File: src/rtl/argmax10_seq.sv
// argmax10_seq: sequential arg-max over ten signed values.
// On start (in IDLE) all ten inputs are captured. The unit then scans one
// element per cycle and reports the lowest index of the largest value after
// nine scan cycles. done is sticky until reset.
module argmax10_seq #(
    parameter int WIDTH = 8
) (
    input  logic                    clk,
    input  logic                    reset,
    input  logic signed [WIDTH-1:0] inputs [10],
    input  logic                    start,
    output logic [3:0]              idx,
    output logic                    done
);

    typedef enum logic [1:0] {
        S_IDLE = 2'd0,
        S_SCAN = 2'd1,
        S_DONE = 2'd2
    } state_t;

    state_t                  state;
    state_t                  next_state;

    logic signed [WIDTH-1:0] captured [10];
    logic signed [WIDTH-1:0] cur_max;
    logic [3:0]              cur_idx;
    logic [3:0]              cnt;

    logic signed [WIDTH-1:0] cand;
    logic                    take_new;
    logic [3:0]              next_idx;
    logic                    last;

    // Signed strict compare: ties keep the earlier (lower) index.
    function automatic logic is_greater(input logic signed [WIDTH-1:0] a,
                                        input logic signed [WIDTH-1:0] b);
        return a > b;
    endfunction

    // Compare the current candidate against the running maximum.
    always_comb begin
        cand     = captured[cnt];
        take_new = is_greater(cand, cur_max);
        next_idx = take_new ? cnt : cur_idx;
        last     = (cnt == 4'd9);
    end

    // State register; reset has priority over everything else.
    always_ff @(posedge clk) begin
        if (reset) begin
            state <= S_IDLE;
        end else begin
            state <= next_state;
        end
    end

    // Next-state logic: start only matters in IDLE, DONE is terminal.
    always_comb begin
        next_state = state;
        case (state)
            S_IDLE: if (start) next_state = S_SCAN;
            S_SCAN: if (last)  next_state = S_DONE;
            S_DONE: next_state = S_DONE;
            default: next_state = S_IDLE;
        endcase
    end

    // Capture bank: loaded once at start so later input changes are ignored.
    always_ff @(posedge clk) begin
        if (!reset && state == S_IDLE && start) begin
            captured <= inputs;
        end
    end

    // Running maximum, scan counter and the registered result.
    always_ff @(posedge clk) begin
        if (reset) begin
            cur_max <= '0;
            cur_idx <= 4'd0;
            cnt     <= 4'd0;
            idx     <= 4'd0;
            done    <= 1'b0;
        end else begin
            case (state)
                S_IDLE: begin
                    if (start) begin
                        cur_max <= inputs[0];
                        cur_idx <= 4'd0;
                        cnt     <= 4'd1;
                    end
                end
                S_SCAN: begin
                    if (take_new) begin
                        cur_max <= cand;
                    end
                    cur_idx <= next_idx;
                    cnt     <= cnt + 4'd1;
                    if (last) begin
                        idx  <= next_idx;
                        done <= 1'b1;
                    end
                end
                default: begin
                end
            endcase
        end
    end

endmodule

File: config.mk
export PLATFORM = sky130hd
export DESIGN_NAME = argmax10_seq
export DESIGN_NICKNAME = d
export VERILOG_FILES = /design/src/rtl/argmax10_seq.sv
export SDC_FILE = /design/constraint.sdc
export NUM_CORES = 1
export LEC_CHECK = 0
export ABC_AREA = 1
export BUFFER_PORTS_ARGS = -buffer_cell sky130_fd_sc_hd__buf_2
export CORE_ASPECT_RATIO = 1.1
export CORE_MARGIN = 2
export CORE_UTILIZATION = 50
export CTS_BUF_LIST = sky130_fd_sc_hd__clkbuf_2
export DETAILED_ROUTE_END_ITERATION = 10
export GPL_TIMING_DRIVEN = 0
export HOLD_SLACK_MARGIN = 0.02
export PLACE_DENSITY_LB_ADDON = 0.12
export SLEW_MARGIN = 5
export SYNTH_ARGS = -nofsm -noshare
export SYNTH_HDL_FRONTEND = slang
export SYNTH_SLANG_ARGS = --single-unit
File: constraint.sdc
create_clock -name clk -period 5.38 [get_ports clk]
set_input_delay 0.538 -clock clk [delete_from_list [all_inputs] [get_ports clk]]
set_output_delay 0.538 -clock clk [all_outputs]
set_load 0.005 [all_outputs]
# ---- Yosys cells after proc, flatten, opt, wreduce, memory -nomap -nowiden
# Index checks and enable logic that the tools add are counted.
dict set report word_totals {
  reg_bits 103
  input_bits 83
  out_inout_bits 5
  elab_cells 49
}
dict set report classes {
  add_sub_neg 1
  n_lt_le_gt_ge 2
  n_eq_ne 6
  muxes 14
  n_bitwise 1
  n_reduce_logical 9
}
# operator n
set op_table {}
lappend op_table {{binary-select mux 8 bit (select 4 bit)} 1}
lappend op_table {{2-to-1 mux 8 bit} 4}
lappend op_table {{case mux 4 bit (2 select lines)} 2}
lappend op_table {{case mux 8 bit (2 select lines)} 1}
lappend op_table {{2-to-1 mux 4 bit} 3}
lappend op_table {{> comparator 8 bit} 1}
lappend op_table {{!= test 2 bit (second input constant)} 3}
lappend op_table {{case mux 2 bit (3 select lines)} 1}
lappend op_table {{AND reduction 2 bit} 3}
lappend op_table {{greater-or-equal comparator 5 bit (second input constant)} 1}
lappend op_table {{inverter 4 -> 5 bit} 1}
lappend op_table {{adder 4 x 1 -> 4 bit (second input constant)} 1}
lappend op_table {{equality test 4 bit (second input constant)} 1}
lappend op_table {{2-to-1 mux 2 bit} 2}
lappend op_table {{AND reduction 3 bit} 1}
lappend op_table {{equality test 2 x 1 -> 1 bit (second input constant)} 1}
lappend op_table {{equality test 2 bit (second input constant)} 1}
lappend op_table {{logical AND 1 bit} 2}
lappend op_table {{logical NOT 2 bit} 1}
lappend op_table {{nonzero test 2 bit} 1}
lappend op_table {{logical NOT 1 bit} 1}

# ---- Depth between registers and ports, before layout
dict set report depth {
  word_depth 7
  mapped_depth 24
}

# ---- Worst setup path before layout
# Ideal clock, no wire load.
dict set report synth_timing {
  path_type {input to register}
  from {input port reset}
  to {register captured[0] (netlist bit) (enable)}
  setup_time_ps 519
  arrival_time_ps 4066
  required_ps 4861
  setup_slack_ps 795
  path_stages 2
  path_buffers 1
  cell_sequence {clkbuf_1 -> nor2_1}
}
dict set report synth_via {
  elab_chain_len 3
}
# element line_no
set synth_rtl {}
lappend synth_rtl {{start: declaration} 9} ;# input logic reset,
lappend synth_rtl {{logical NOT 1 bit} 71} ;# if (!reset && state == S_IDLE && start) begin
lappend synth_rtl {{logical AND 1 bit (2 in series)} 71}
lappend synth_rtl {{end signal: assignment} 72} ;# captured <= inputs;
lappend synth_rtl {{end: declaration} 25} ;# logic signed [WIDTH-1:0] captured [10];
# No other way between the ends.
# A chain may end at the register's enable or synchronous reset.

# ---- Final worst setup path
dict set report layout_timing {
  from {register cnt[0]}
  to {register cur_max[5]}
}
dict set report layout_via {
  elab_chain_len 7
}
# element line_no
set layout_rtl {}
lappend layout_rtl {{start: declaration} 28} ;# logic [3:0] cnt;
lappend layout_rtl {{start signal: assignment} 98} ;# cnt <= cnt + 4'd1;
lappend layout_rtl {{inverter 4 -> 5 bit (implied by the code) *} 43} ;# cand = captured[cnt];
lappend layout_rtl {{binary-select mux 8 bit (select 4 bit) *} 43}
lappend layout_rtl {{2-to-1 mux 8 bit (implied by the code) * (2 in series)} 43}
lappend layout_rtl {{> comparator 8 bit} 38} ;# return a > b;
lappend layout_rtl {{!= test 2 bit (no source line)} -}
lappend layout_rtl {{AND reduction 3 bit (no source line)} -}
lappend layout_rtl {{end signal: assignment} 88} ;# cur_max <= inputs[0];
lappend layout_rtl {{end signal: assignment} 95} ;# cur_max <= cand;
lappend layout_rtl {{end: declaration} 26} ;# logic signed [WIDTH-1:0] cur_max;
# Every way passes the cells marked *; elsewhere a longest branch is shown, timed or not. The select of a mux whose other input is x is not followed.

==> flow_metrics.py <==
metrics = {
    "run_status": {
        "status": "completed",
    },
    "critical_path": {
        "end_kind": "register",
        "critPathCapture": "cur_max[5]",
        "rr_worst_depth": 17,
        "path_class": "register to register",
        "startpoint_type": "register",
        "cp.arrival_ps": 3550,
        "required_ps": 5880,
        "reg2reg_slack_ps": 2330,
        "critical_path.startpoint": "cnt[0]",
        "rr_startpoint": "cnt[0]",
        "cp_max_fo": 10,
        "reg2reg_to": "cur_max[5]",
    },
    "floorplan": {
        "die-area_sq_mm": 0.009905,
        "die_y_um": 104.2,
        "ios": 88,
        "num_rows": 36,
        "coreArea_sq_mm": 0.008874,
        "die_w_um": 95.08,
        "start_util_pct": 51.41,
    },
    "pwr": {
        "power_frac_seq_pct": 50.8,
        "clkPwrFrac_pct": 17.5,
        "power_density_mw_per_mm2": 365.4,
        "p_sw_mw": 0.7005,
        "max-vdd-ir-drop_mv": 0.1573,
        "switching_share_pct": 36.27,
        "internal-power_mw": 1.231,
        "leakage_nw": 2.214,
        "p_comb_share_pct": 31.7,
    },
    "sta": {
        "finalCritPeriodShare_pct": 56.69,
        "setup_violations": 0,
        "fin_tns_setup_ps": 0,
        "setup_slack_ps": 2330,
        "slew_headroom_pct": 61.49,
        "hold_viol": 0,
        "fin_worst_skew_ps": 34.49,
        "rsz0062_at_grt": "false",
        "fmax_mhz": 327.9,
        "slew_violations": 0,
        "period_minus_slack_ps": 3050,
        "worst_pin_slew_ps": 577.6,
        "timing.hold.ws_ps": 104.9,
    },
    "synthesis": {
        "ys_warn_count": 0,
        "synth.most_common_cell": "nand2_1",
        "syn_nets": 551,
        "ys_async_sr_fraction_pct": 0,
        "yosysUniqueCellTypes": 29,
        "synth_ff_type": "edfxtp_1",
        "synth_edf_count": 80,
        "syn_area_per_cell_sq_um": 10.00,
        "synth_area_sq_mm": 0.004562,
        "synth_commonest_cells": "nand2_1, edfxtp_1, nor2_1, inv_1, o21ai_0",
        "syn_inst": 456,
        "synth_seq_cells": 103,
        "synth.area.top_cells": "edfxtp_1, dfxtp_1, nand2_1",
        "seq_area_frac_synth_pct": 62.75,
        "synth_top_area_share_pct": 52.66,
        "synth_area_leader_cell": "edfxtp_1",
    },
    "route": {
        "ant_nets": 0,
        "drt_iter0_drc": 216,
        "via_per_inst": 5.111,
        "wl_per_cell_um": 14.97,
        "dr.pass1.iters": 5,
        "drc": 0,
        "drt_wl_total_um": 10090,
        "dr_total_vias": 3445,
    },
    "clock_network": {
        "clkSinkCount": 103,
        "htreeDepth": 3,
        "cts_inserted_buffers": 9,
        "worstSkewPairLatency_ps": 580,
        "ctsHoldBuffers": 0,
        "cts_tree": "built",
        "cts_buffer_depth": 2,
        "clkTransAtPathRegs_ps": 300,
        "post_cts_buffers": 0,
        "ctsResizeCount": 0,
        "root_buffer": "clkbuf_2",
    },
    "placed_design": {
        "dpl_cell_area_sq_mm": 0.005182,
        "placedCellCount": 658,
        "gp_congestion": 0.8616,
        "port_buffers": 86,
        "dp_worst_setup_slack_ps": 2377,
        "dpl.hpwl_um": 7309,
    },
    "grt": {
        "antenna_found_initial": 0,
        "grt_pass1_vias": 3343,
        "grt_start_max_net_pins": 37,
        "grt_util_all_layers_pct": 22.02,
        "grt_overflow": 0,
        "grt_pass1_wl_um": 16470,
    },
    "cells_and_area": {
        "nNetsFinal": 650,
        "fill_cells": 764,
        "ff_latch_area_sq_mm": 0.002863,
        "multi_input_area_sq_mm": 0.001484,
        "fin_area_sq_mm": 0.005285,
        "instances_no_fill": 674,
        "drive_gt1_share_pct": 23.39,
        "area_growth_pct": 15.85,
        "antennaDiodeCount": 0,
    },
    "run": {
        "maxCapViolCount": 0,
    },
    "min_path": {
        "hp-class": "primary input to register",
        "hold_start": "inputs[2]",
    },
}
## power by group through the flow
stage	Sequential (mW)	Clock, mW	Combinational (mW)
CTS	0.981	0.348	0.616
global route	0.989	0.383	0.698
floorplan	0.999	0	0.444
finish	0.981	0.338	0.612
detailed placement	0.999	0	0.612
global placement	1.01	0	0.579
## per-layer routing
| layer | up-vias | part of all wire, % | global-route usage (%) |
|---|---|---|---|
| met5 | - | 0 | 0 |
| met4 | 0 | 2.0 | 7.971 |
| met3 | 13 | 6.9 | 3.913 |
| met2 | 115 | 50 | 35.61 |
| met1 | 1584 | 41 | 29.57 |
| li1 | 1733 | - | - |
## final cells by class
class | instances | area share [%]
plain buffers | 20 | 1.799
clock buffers | 9 | 0.8523
clock inverters | 7 | 1.089
inverters | 34 | 2.415
multi-input cells | 299 | 28.08
flip-flops and latches | 103 | 54.17
well taps | 114 | 2.699
repair buffers | 88 | 8.902
## cell usage in the layout, fill, tap and decap left out, drive strengths merged, types with 16 or more instances in the layout
cell / instances
clkbuf: 17
dfxtp: 23
nand2: 118
buf: 100
edfxtp: 80
o21ai: 36
inv: 36
o211ai: 16
nand3: 16
nor2: 74
## critical path: stages (launching register included)
cell	delay, ps
dfxtp_1	530
inv_2	150
clkbuf_1	260
o21ai_0	230
o211ai_1	110
nand3_1	80
nand2_1	110
ha_1	360
a21o_1	210
nor2_2	150
nand3_2	160
nand3_4	150
nand2_2	70
nand2_4	110
buf_6	160
nand2_2	50
nand2_1	50
nor2_1	40
## registers in the layout, summed over array words and instances, names as in the netlist
| signal | count |
|---|---|
| done | 1 |
| cur_idx | 4 |
| cnt | 4 |
| captured | 80 |
| cur_max | 8 |
| idx | 4 |
| state | 2 |
## stage by stage
stage          util [%]  power [mW]
2_1_floorplan         -       1.443
3_3_place_gp      57.87       1.588
3_5_place_dp      58.40       1.611
4_1_cts           59.56       1.945
5_1_grt           59.56       2.069
6_report          59.56       1.931
## worst min-delay path by stage
stage                   endpoint  slack [ps]  depth (start not counted)
floorplan             cur_idx[0]         440                          2
global placement            done         440                          1
detailed placement          done         450                          1
CTS                 captured[10]          60                          1
global route         captured[5]          30                          1
finish               captured[2]         100                          1
## cells by family (layout without fill, tap and decap cells)
| family | Yosys count | count (layout) | share of synthesized area, % |
|---|---|---|---|
| adders and majority gates | 12 | 12 | 3.291 |
| AOI/OAI and AO/OA | 70 | 70 | 8.996 |
| buffers and inverters | 54 | 158 | 4.882 |
| and+or+nand+nor | 217 | 217 | 20.08 |
| DFF | 103 | 103 | 62.75 |
Note: power is estimated with default switching activity, not from simulation.
